File: config.mk
export PLATFORM = sky130hd
export DESIGN_NAME = vga_scan_out_flat
export DESIGN_NICKNAME = d
export VERILOG_FILES = /design/src/rtl/vga_scan_out_if.sv /design/src/rtl/vga_scan_out.sv /design/src/flat_wrapper.sv
export SDC_FILE = /design/constraint.sdc
export NUM_CORES = 1
export LEC_CHECK = 0
export CAP_MARGIN = 40
export CORE_ASPECT_RATIO = 0.8
export CORE_MARGIN = 1.5
export CORE_UTILIZATION = 43
export DETAILED_ROUTE_END_ITERATION = 6
export HOLD_SLACK_MARGIN = 0.05
export PLACE_DENSITY = 0.74
export SKIP_CTS_REPAIR_TIMING = 1
export SLEW_MARGIN = 10
export SYNTH_ARGS = -nofsm -noshare
export SYNTH_HDL_FRONTEND = slang
export SYNTH_SLANG_ARGS = --single-unit
File: constraint.sdc
create_clock -name clk -period 1.7 [get_ports clk]
set_clock_uncertainty 0.1 [all_clocks]
set_input_delay 0.34 -clock clk [delete_from_list [all_inputs] [get_ports clk]]
set_output_delay 0.34 -clock clk [all_outputs]
set_load 0.005 [all_outputs]
File: src/rtl/vga_scan_out_if.sv
// Pixel bus between the scan-out engine and the renderer / display side.
// The master (scan-out) publishes the current x/y and the registered VGA
// signals; the slave (renderer) answers with colour for that x/y.
interface vga_scan_out_if;
    logic [2:0] sprite_rgb;
    logic       sprite_valid;
    logic [2:0] bg_rgb;
    logic [9:0] x;
    logic [9:0] y;
    logic [2:0] vga_rgb;
    logic       hsync;
    logic       vsync;
    logic       video_on;
    logic       vblank_tick;

    modport master (
        input  sprite_rgb, sprite_valid, bg_rgb,
        output x, y, vga_rgb, hsync, vsync, video_on, vblank_tick
    );

    modport slave (
        output sprite_rgb, sprite_valid, bg_rgb,
        input  x, y, vga_rgb, hsync, vsync, video_on, vblank_tick
    );
endinterface

File: src/rtl/vga_scan_out.sv
// VGA scan-out: free-running h/v counters advanced by a pixel strobe, with
// colour, syncs, video_on and a vblank pulse registered one enabled cycle
// behind the x/y coordinates so they all stay mutually aligned.
// Handshake: there is no valid/ready flow control; pix_ce is a qualifier and
// every register holds its value while it is low. The renderer must present
// colour for the published x/y combinationally within the same pixel slot.
module vga_scan_out #(
    parameter int H_VIS  = 640,
    parameter int H_FP   = 16,
    parameter int H_SYNC = 96,
    parameter int H_BP   = 48,
    parameter int V_VIS  = 480,
    parameter int V_FP   = 10,
    parameter int V_SYNC = 2,
    parameter int V_BP   = 33
) (
    input  logic          clk,
    input  logic          reset,
    input  logic          pix_ce,
    vga_scan_out_if.master vif
);
    localparam int H_TOTAL = H_VIS + H_FP + H_SYNC + H_BP;
    localparam int V_TOTAL = V_VIS + V_FP + V_SYNC + V_BP;

    localparam logic [9:0] H_LAST   = 10'(H_TOTAL - 1);
    localparam logic [9:0] V_LAST   = 10'(V_TOTAL - 1);
    localparam logic [9:0] H_VIS_C  = 10'(H_VIS);
    localparam logic [9:0] V_VIS_C  = 10'(V_VIS);
    localparam logic [9:0] HS_FIRST = 10'(H_VIS + H_FP);
    localparam logic [9:0] HS_LAST  = 10'(H_VIS + H_FP + H_SYNC - 1);
    localparam logic [9:0] VS_FIRST = 10'(V_VIS + V_FP);
    localparam logic [9:0] VS_LAST  = 10'(V_VIS + V_FP + V_SYNC - 1);
    localparam logic [9:0] VB_H     = 10'(H_VIS - 1);
    localparam logic [9:0] VB_V     = 10'(V_VIS - 1);

    logic [9:0] h_cnt_q, h_cnt_d;
    logic [9:0] v_cnt_q, v_cnt_d;
    logic [2:0] rgb_q, rgb_d;
    logic       hsync_q, hsync_d;
    logic       vsync_q, vsync_d;
    logic       video_on_q, video_on_d;
    logic       vblank_q, vblank_d;
    logic       visible;

    // Visibility of the pixel the counters currently point at.
    assign visible = (h_cnt_q < H_VIS_C) && (v_cnt_q < V_VIS_C);

    // Next-state: counters advance and outputs register only on pix_ce.
    always_comb begin
        h_cnt_d    = h_cnt_q;
        v_cnt_d    = v_cnt_q;
        rgb_d      = rgb_q;
        hsync_d    = hsync_q;
        vsync_d    = vsync_q;
        video_on_d = video_on_q;
        vblank_d   = vblank_q;
        if (pix_ce) begin
            if (h_cnt_q == H_LAST) begin
                h_cnt_d = 10'd0;
                v_cnt_d = (v_cnt_q == V_LAST) ? 10'd0 : v_cnt_q + 10'd1;
            end else begin
                h_cnt_d = h_cnt_q + 10'd1;
            end
            // Sprite wins over background; blanking forces black.
            if (!visible)
                rgb_d = 3'b000;
            else if (vif.sprite_valid)
                rgb_d = vif.sprite_rgb;
            else
                rgb_d = vif.bg_rgb;
            hsync_d    = !((h_cnt_q >= HS_FIRST) && (h_cnt_q <= HS_LAST));
            vsync_d    = !((v_cnt_q >= VS_FIRST) && (v_cnt_q <= VS_LAST));
            video_on_d = visible;
            vblank_d   = (h_cnt_q == VB_H) && (v_cnt_q == VB_V);
        end
    end

    // State registers with asynchronous reset to the idle/blank values.
    always_ff @(posedge clk or posedge reset) begin
        if (reset) begin
            h_cnt_q    <= 10'd0;
            v_cnt_q    <= 10'd0;
            rgb_q      <= 3'b000;
            hsync_q    <= 1'b1;
            vsync_q    <= 1'b1;
            video_on_q <= 1'b0;
            vblank_q   <= 1'b0;
        end else begin
            h_cnt_q    <= h_cnt_d;
            v_cnt_q    <= v_cnt_d;
            rgb_q      <= rgb_d;
            hsync_q    <= hsync_d;
            vsync_q    <= vsync_d;
            video_on_q <= video_on_d;
            vblank_q   <= vblank_d;
        end
    end

    assign vif.x           = h_cnt_q;
    assign vif.y           = v_cnt_q;
    assign vif.vga_rgb     = rgb_q;
    assign vif.hsync       = hsync_q;
    assign vif.vsync       = vsync_q;
    assign vif.video_on    = video_on_q;
    assign vif.vblank_tick = vblank_q;
endmodule

File: src/flat_wrapper.sv
// flat-port wrapper written by rule: the top's interface ports become plain ports
module vga_scan_out_flat 
#(
    parameter int H_VIS  = 640,
    parameter int H_FP   = 16,
    parameter int H_SYNC = 96,
    parameter int H_BP   = 48,
    parameter int V_VIS  = 480,
    parameter int V_FP   = 10,
    parameter int V_SYNC = 2,
    parameter int V_BP   = 33
)
  (clk, reset, pix_ce, vif_sprite_rgb, vif_sprite_valid, vif_bg_rgb, vif_x, vif_y, vif_vga_rgb, vif_hsync, vif_vsync, vif_video_on, vif_vblank_tick);
  vga_scan_out_if vif_i ();
  input  logic clk;
  input  logic reset;
  input  logic pix_ce;
  input wire logic [$bits(vif_i.sprite_rgb)-1:0] vif_sprite_rgb;
  input wire logic [$bits(vif_i.sprite_valid)-1:0] vif_sprite_valid;
  input wire logic [$bits(vif_i.bg_rgb)-1:0] vif_bg_rgb;
  output wire logic [$bits(vif_i.x)-1:0] vif_x;
  output wire logic [$bits(vif_i.y)-1:0] vif_y;
  output wire logic [$bits(vif_i.vga_rgb)-1:0] vif_vga_rgb;
  output wire logic [$bits(vif_i.hsync)-1:0] vif_hsync;
  output wire logic [$bits(vif_i.vsync)-1:0] vif_vsync;
  output wire logic [$bits(vif_i.video_on)-1:0] vif_video_on;
  output wire logic [$bits(vif_i.vblank_tick)-1:0] vif_vblank_tick;
  assign vif_i.sprite_rgb = vif_sprite_rgb;
  assign vif_i.sprite_valid = vif_sprite_valid;
  assign vif_i.bg_rgb = vif_bg_rgb;
  assign vif_x = vif_i.x;
  assign vif_y = vif_i.y;
  assign vif_vga_rgb = vif_i.vga_rgb;
  assign vif_hsync = vif_i.hsync;
  assign vif_vsync = vif_i.vsync;
  assign vif_video_on = vif_i.video_on;
  assign vif_vblank_tick = vif_i.vblank_tick;
  vga_scan_out #(.H_VIS(H_VIS), .H_FP(H_FP), .H_SYNC(H_SYNC), .H_BP(H_BP), .V_VIS(V_VIS), .V_FP(V_FP), .V_SYNC(V_SYNC), .V_BP(V_BP)) u_core (.clk(clk), .reset(reset), .pix_ce(pix_ce), .vif(vif_i));
endmodule
==> impl_metrics.ini, run 1 <==
[outcome]
status = finished with violations
violations = negative setup slack

[cts]
cts_buffers = 3
cts_max_level = 1
cts.clk_slew.worst_paths_ns = 0.09
cts_tree = done
root_buffer = clkbuf_8
clkLatencyLatePin_ns = 0.27
clkSinkCount = 27
clockBufferDepth = 2

[logic_synthesis]
yosysUniqueCellTypes = 40
yosysTopAreaCell = dfrtp_1
synth_edf_count = 0
ys_seq_area_share_pct = 47.6
yosysMostFrequentCell = dfrtp_1
netlist.area_leader.share_pct = 43.9
ys_async_sr_fraction_pct = 100
ys_warn_count = 0
syn-num-nets = 158
synthFlopType = dfrtp_1
syn_area_sq_um = 1430
synth.top_cells.by_count = dfrtp_1 (25), inv_1 (14), nand2_1 (11), nand3_1 (10), nor2_1 (7)
synth-seq-cells = 27
synth_area_per_cell_sq_um = 9.90
ys_top_cells_by_area = dfrtp_1 (44%), dfstp_2 (3.7%), inv_1 (3.7%)
syn_inst = 144

[global_route]
grt_pass1_wl_microns = 5640
antenna_found_initial = 0
met1_usage_pct = 26.7
met3_usage_pct = 4.94
grt_max_degree = 28
use_met2_pct = 36.0
grt_usage_pct = 20.8
grt_pass1_vias = 1267
grt.overflow.total = 0
top_usage_layer = met2

[pwr]
vdd_drop_max_uv = 813
power.total_w = 0.00183
power_leakage_nw = 1.25
p_per_area_nw_per_um2 = 804

[critical_path]
critPathArrivalTime_ns = 1.78
ff2ff_setup_slack_ns = -0.02
crit_path_max_fanout = 4
start_kind = register
worstPathRequired_ns = 1.76
endpoint_kind = register
crit_type = register to register

[routing]
via_per_inst = 5.28
routed_wl_microns = 3950
num_vias = 1389
wire_per_inst_microns = 15.0
drt_iter0_drc = 58
postRouteAntennaNets = 0
drt-pass1-iter-count = 4
drc_errors = 0

[place]
hpwl_microns = 2600
gp_congestion = 0.825
pre_cts_slack_ns = -0.0919
placed_area_sq_um = 2010
io_buffers = 36

[die]
dieArea_sq_um = 3670
core_sq_um = 3130
start_util_pct = 45.5
fp.dieH_microns = 54.5
rows = 18
die-width_microns = 67.4
io_pins = 37

[cells_and_area]
drive_gt1_share_pct = 27.8
layout.nets = 238
final_area_sq_um = 2280
n_antenna_cell = 0
area_delta_synth_final_pct = 59.9

[flow_run]
maxCapViolCount = 0

[timing]
fin_tns_setup_ns = -0.0343
slew_viol_final = 0
period_needed_ns = 1.72
setup_ws_ns = -0.0190
setup_viol = 3
relSlewSlack_pct = 77.7
tightest_slew_ns = 0.334
rsz0062_at_grt = yes
period_share_pct = 101
hold_viol_final = 0
max_freq_ghz = 0.582

[worst_hold_path]
hp-class = input port to asynchronous set/reset pin
placed cells by master (no fill, tap or decap), drive strengths merged, types with 2 or more instances in the layout:
cell type / n
xnor2: 4
ha: 4
dfrtp: 25
inv: 14
dfstp: 2
nand2: 11
nand3: 10
xor2: 6
dlymetal6s2s: 17
buf: 43
o21ai: 6
nor4: 3
and4bb: 2
mux2i: 4
clkbuf: 3
nand4: 5
a21oi: 6
o22ai: 5
nor3: 3
mux2: 2
nor2: 7
clkdlybuf4s50: 19
and3: 5
nor2b: 2
path summary, 6_finish.rpt:
path	start	endpoint	depth (start not counted)
max	u_core.vif.y[8]	u_core.vif.y[2]	4
min	reset	u_core.vif.video_on	3
max reg2reg	u_core.vif.y[8]	u_core.vif.y[2]	4
min reg2reg	u_core.vif.vsync	u_core.vif.vsync	2
max in group asynchronous	reset	u_core.vif.vsync	3
min in group clk	u_core.vif.vsync	u_core.vif.vsync	2
layer usage:
metal | up-vias | wire length, microns
met2 | 41 | 2050
met4 | 0 | 61
li1 | 671 | -
met5 | - | 0
met1 | 669 | 1640
met3 | 8 | 203
flip-flops by register name, summed over array words and instances, names as in the netlist:
register and cells:
u_core.vif.hsync 1, u_core.vif.vblank_tick 1, u_core.vif.vga_rgb 3, u_core.vif.video_on 1, u_core.vif.vsync 1, u_core.vif.x 10
u_core.vif.y 10
cell type report:
| cell class | instances | area (sq um) |
|---|---|---|
| well taps | 40 | 50.0 |
| flip-flops and latches | 27 | 682 |
| multi-input cells | 99 | 692 |
| repair buffers | 79 | 756 |
| fillers | 230 | 852 |
| clock inverters | 1 | 5.00 |
| clock buffers | 3 | 41.3 |
| inverters | 14 | 52.6 |
metrics by stage:
stage / util (%) / hold slack (ns) / cells
after floorplan: - / 0.291 / 144
after detailed placement: 64.3 / 0.384 / 243
after global placement: 64.3 / 0.382 / 243
after global routing: 72.8 / 0.363 / 263
final: 72.8 / 0.318 / 263
after CTS: 65.8 / 0.336 / 247
report_power, final:
part	internal [W]	leakage, nW	switching, W
registers	0.000716	0.345	0.0000568
clock network	0.000164	0.0255	0.000200
logic	0.000414	0.885	0.000281
cells by family (layout without fill, tap and decap cells):
logic type / count (synthesis) / count (layout) / synth area share [%]
AND/OR/NAND/NOR: 56 / 56 / 23.4
adder cells (fa/ha/maj): 4 / 4 / 3.51
buffers and inverters: 18 / 97 / 5.36
multiplexers: 6 / 6 / 4.39
AO/OA/AOI/OAI: 23 / 23 / 9.66
XOR/XNOR: 10 / 10 / 6.15
flip-flops: 27 / 27 / 47.6
worst max-delay path, stage by stage (launching register included):
cell and delay [ns]:
dfrtp_1 0.43, nor4_4 0.31, or4b_4 0.53, a21oi_1 0.16, mux2i_1 0.08
Note: power is estimated with default switching activity, not from simulation.
==> inputs of run 2 (changes only) <==
--- a/config.mk
+++ b/config.mk
@@ -13,7 +13,7 @@
 export HOLD_SLACK_MARGIN = 0.05
 export PLACE_DENSITY = 0.74
 export SKIP_CTS_REPAIR_TIMING = 1
-export SLEW_MARGIN = 10
+export SLEW_MARGIN = 20
 export SYNTH_ARGS = -nofsm -noshare
 export SYNTH_HDL_FRONTEND = slang
 export SYNTH_SLANG_ARGS = --single-unit
==> results of run 2 <==
No change in the layout: final DEF, timing and power equal those of run 1.
==> inputs of run 3 (changes only) <==
--- a/config.mk
+++ b/config.mk
@@ -6,7 +6,7 @@
 export NUM_CORES = 1
 export LEC_CHECK = 0
 export CAP_MARGIN = 40
-export CORE_ASPECT_RATIO = 0.8
+export CORE_ASPECT_RATIO = 0.5
 export CORE_MARGIN = 1.5
 export CORE_UTILIZATION = 43
 export DETAILED_ROUTE_END_ITERATION = 6
==> run 3 against run 2 <==
Compared with the run above: critical path type unchanged; largest cell class unchanged; core utilization decreased by 0.26 points; the run still ends with negative setup slack left; via count decreased by 1.5%; final cell count decreased by 2.3%; combinational power decreased by 14%; global-route usage decreased by 1.1 points; register-to-register slack got worse by 0.05 ns; total power decreased by 4.9%; clock power increased by 5%; count of clock-buffer cells in the layout increased by 1.
==> impl_metrics.ini, run 3 (synthesis results as in run 1) <==
[cells_and_area]
multiInputGateArea_sq_um = 697
drive_gt1_share_pct = 25.8
area_delta_synth_final_pct = 56.9
final_common_cell = buf_4
final_area_sq_um = 2240
n_antenna_cell = 0
layout_common_cells = buf_4 (31), dfrtp_1 (22), clkdlybuf4s50_1 (20), dlymetal6s2s_1 (16), inv_1 (14)
n_fill_cell = 241
layout.nets = 232
utilization_pct = 72.5
seqCellArea_sq_um = 682
instances_no_fill = 257

[timing]
setup_viol = 3
rsz0062_at_grt = yes
hold_ws_ns = 0.313
hold_viol_final = 0
slew_viol_final = 0
tightest_slew_ns = 0.354
max_freq_ghz = 0.566
setup_ws_ns = -0.0671
period_share_pct = 104
relSlewSlack_pct = 76.4
period_needed_ns = 1.77

[global_route]
grt_pass1_wl_microns = 5700
grt_usage_pct = 19.7
grt_pass1_vias = 1243
antenna_found_initial = 0
grt.overflow.total = 0
grt_max_degree = 28

[die]
core_sq_um = 3080
fp.dieH_microns = 43.7
dieArea_sq_um = 3690
io_pins = 37
rows = 14
start_util_pct = 46.2
die-width_microns = 84.4

[place]
placedCellCount = 242
hpwl_microns = 2540
gp_congestion = 0.817
placed_area_sq_um = 2010
io_buffers = 36

[routing]
num_vias = 1368
highest_layer = met4
postRouteAntennaNets = 0
met3_length_microns = 187
via_per_inst = 5.32
wire_per_inst_microns = 14.7
drc_errors = 0
drt-pass1-iter-count = 4
routed_wl_microns = 3780
drt_iter0_drc = 60
route.met2.wl_microns = 1860
wl_met1_microns = 1710

[cts]
cts_buffers = 3
root_buffer = clkbuf_8
cts.clk_slew.worst_paths_ns = 0.10
clkLatencyLatePin_ns = 0.28
cts_tree = done
clkSinkCount = 27
cts_max_level = 1
clockBufferDepth = 2

[outcome]
status = finished with violations
violations = negative setup slack

[critical_path]
crit_chain = nor4_4 -> or4b_4 -> a22oi_2 -> o31ai_1
critPathArrivalTime_ns = 1.83
slowest_delay_ns = 0.54
slowest_stage = or4b_4
path_delay_family = simple AND/OR/NAND/NOR gates
worst-path-buf-inv = 0
reg2reg_depth = 4
worstPathRequired_ns = 1.76
crit_type = register to register
start_kind = register
timing.rr.start = u_core.vif.y[6]
crit_path_max_fanout = 4
endpoint_kind = register
ff2ff_setup_slack_ns = -0.07
r2r-end = u_core.vif.y[3]

[pwr]
p_per_area_nw_per_um2 = 780
vdd_drop_max_uv = 783
power_leakage_nw = 1.21

[flow_run]
maxCapViolCount = 0

[worst_hold_path]
hp-class = input port to asynchronous set/reset pin
run 3: cell types whose count changed in the layout (fill, tap and decap cells not counted), sizes merged:
cell / before / now
buf: 43 / 37
clkinv: 1 / 0
clkbuf: 3 / 4
clkdlybuf4s50: 19 / 20
dlymetal6s2s: 17 / 16
run 3: routing by layer:
metal	GRT usage [%]	vias up
met5	0	-
met4	4.19	0
met3	4.95	2
met2	33.1	47
met1	26.7	664
li1	-	655
run 3: tightest hold or removal path, stage by stage:
cell             delay, ns
clkdlybuf4s50_1       0.39
inv_1                 0.05
buf_4                 0.32
run 3: worst max path at each step:
stage,startpoint,end,slack [ns],cells past startpoint
4_1_cts,u_core.vif.y[6],vif_y[6],-0.10,2
3_5_place_dp,pix_ce,u_core.vif.y[7],-0.11,5
5_1_grt,u_core.vif.y[6],u_core.vif.y[3],-0.15,4
3_3_place_gp,pix_ce,u_core.vif.vga_rgb[2],-0.04,5
6_report,u_core.vif.y[6],u_core.vif.y[3],-0.07,4
2_1_floorplan,u_core.vif.y[5],u_core.vif.y[3],0.04,4
run 3: where the power goes:
| group | switching [W] | leakage (nW) | total [W] | internal [W] |
|---|---|---|---|---|
| Clock | 0.000214 | 0.0228 | 0.000382 | 0.000168 |
| Combinational | 0.000257 | 0.841 | 0.000600 | 0.000343 |
| Sequential | 0.0000464 | 0.345 | 0.000762 | 0.000716 |
run 3: final cells by class:
class	instances	share of cell area (%)
timing repair buffer	73	31.7
multi-input combinational	99	31.2
sequential	27	30.5
inverter	14	2.35
tap	40	2.24
clock buffer	4	2.01
run 3: stage by stage:
stage / setup WS (ns) / power, W / TNS [ns]
floorplan: 0.0414 / 0.00102 / 0
global placement: -0.0366 / 0.00133 / -0.161
detailed placement: -0.106 / 0.00135 / -0.466
CTS: -0.104 / 0.00172 / -0.559
global route: -0.149 / 0.00182 / -0.498
finish: -0.0671 / 0.00174 / -0.0936
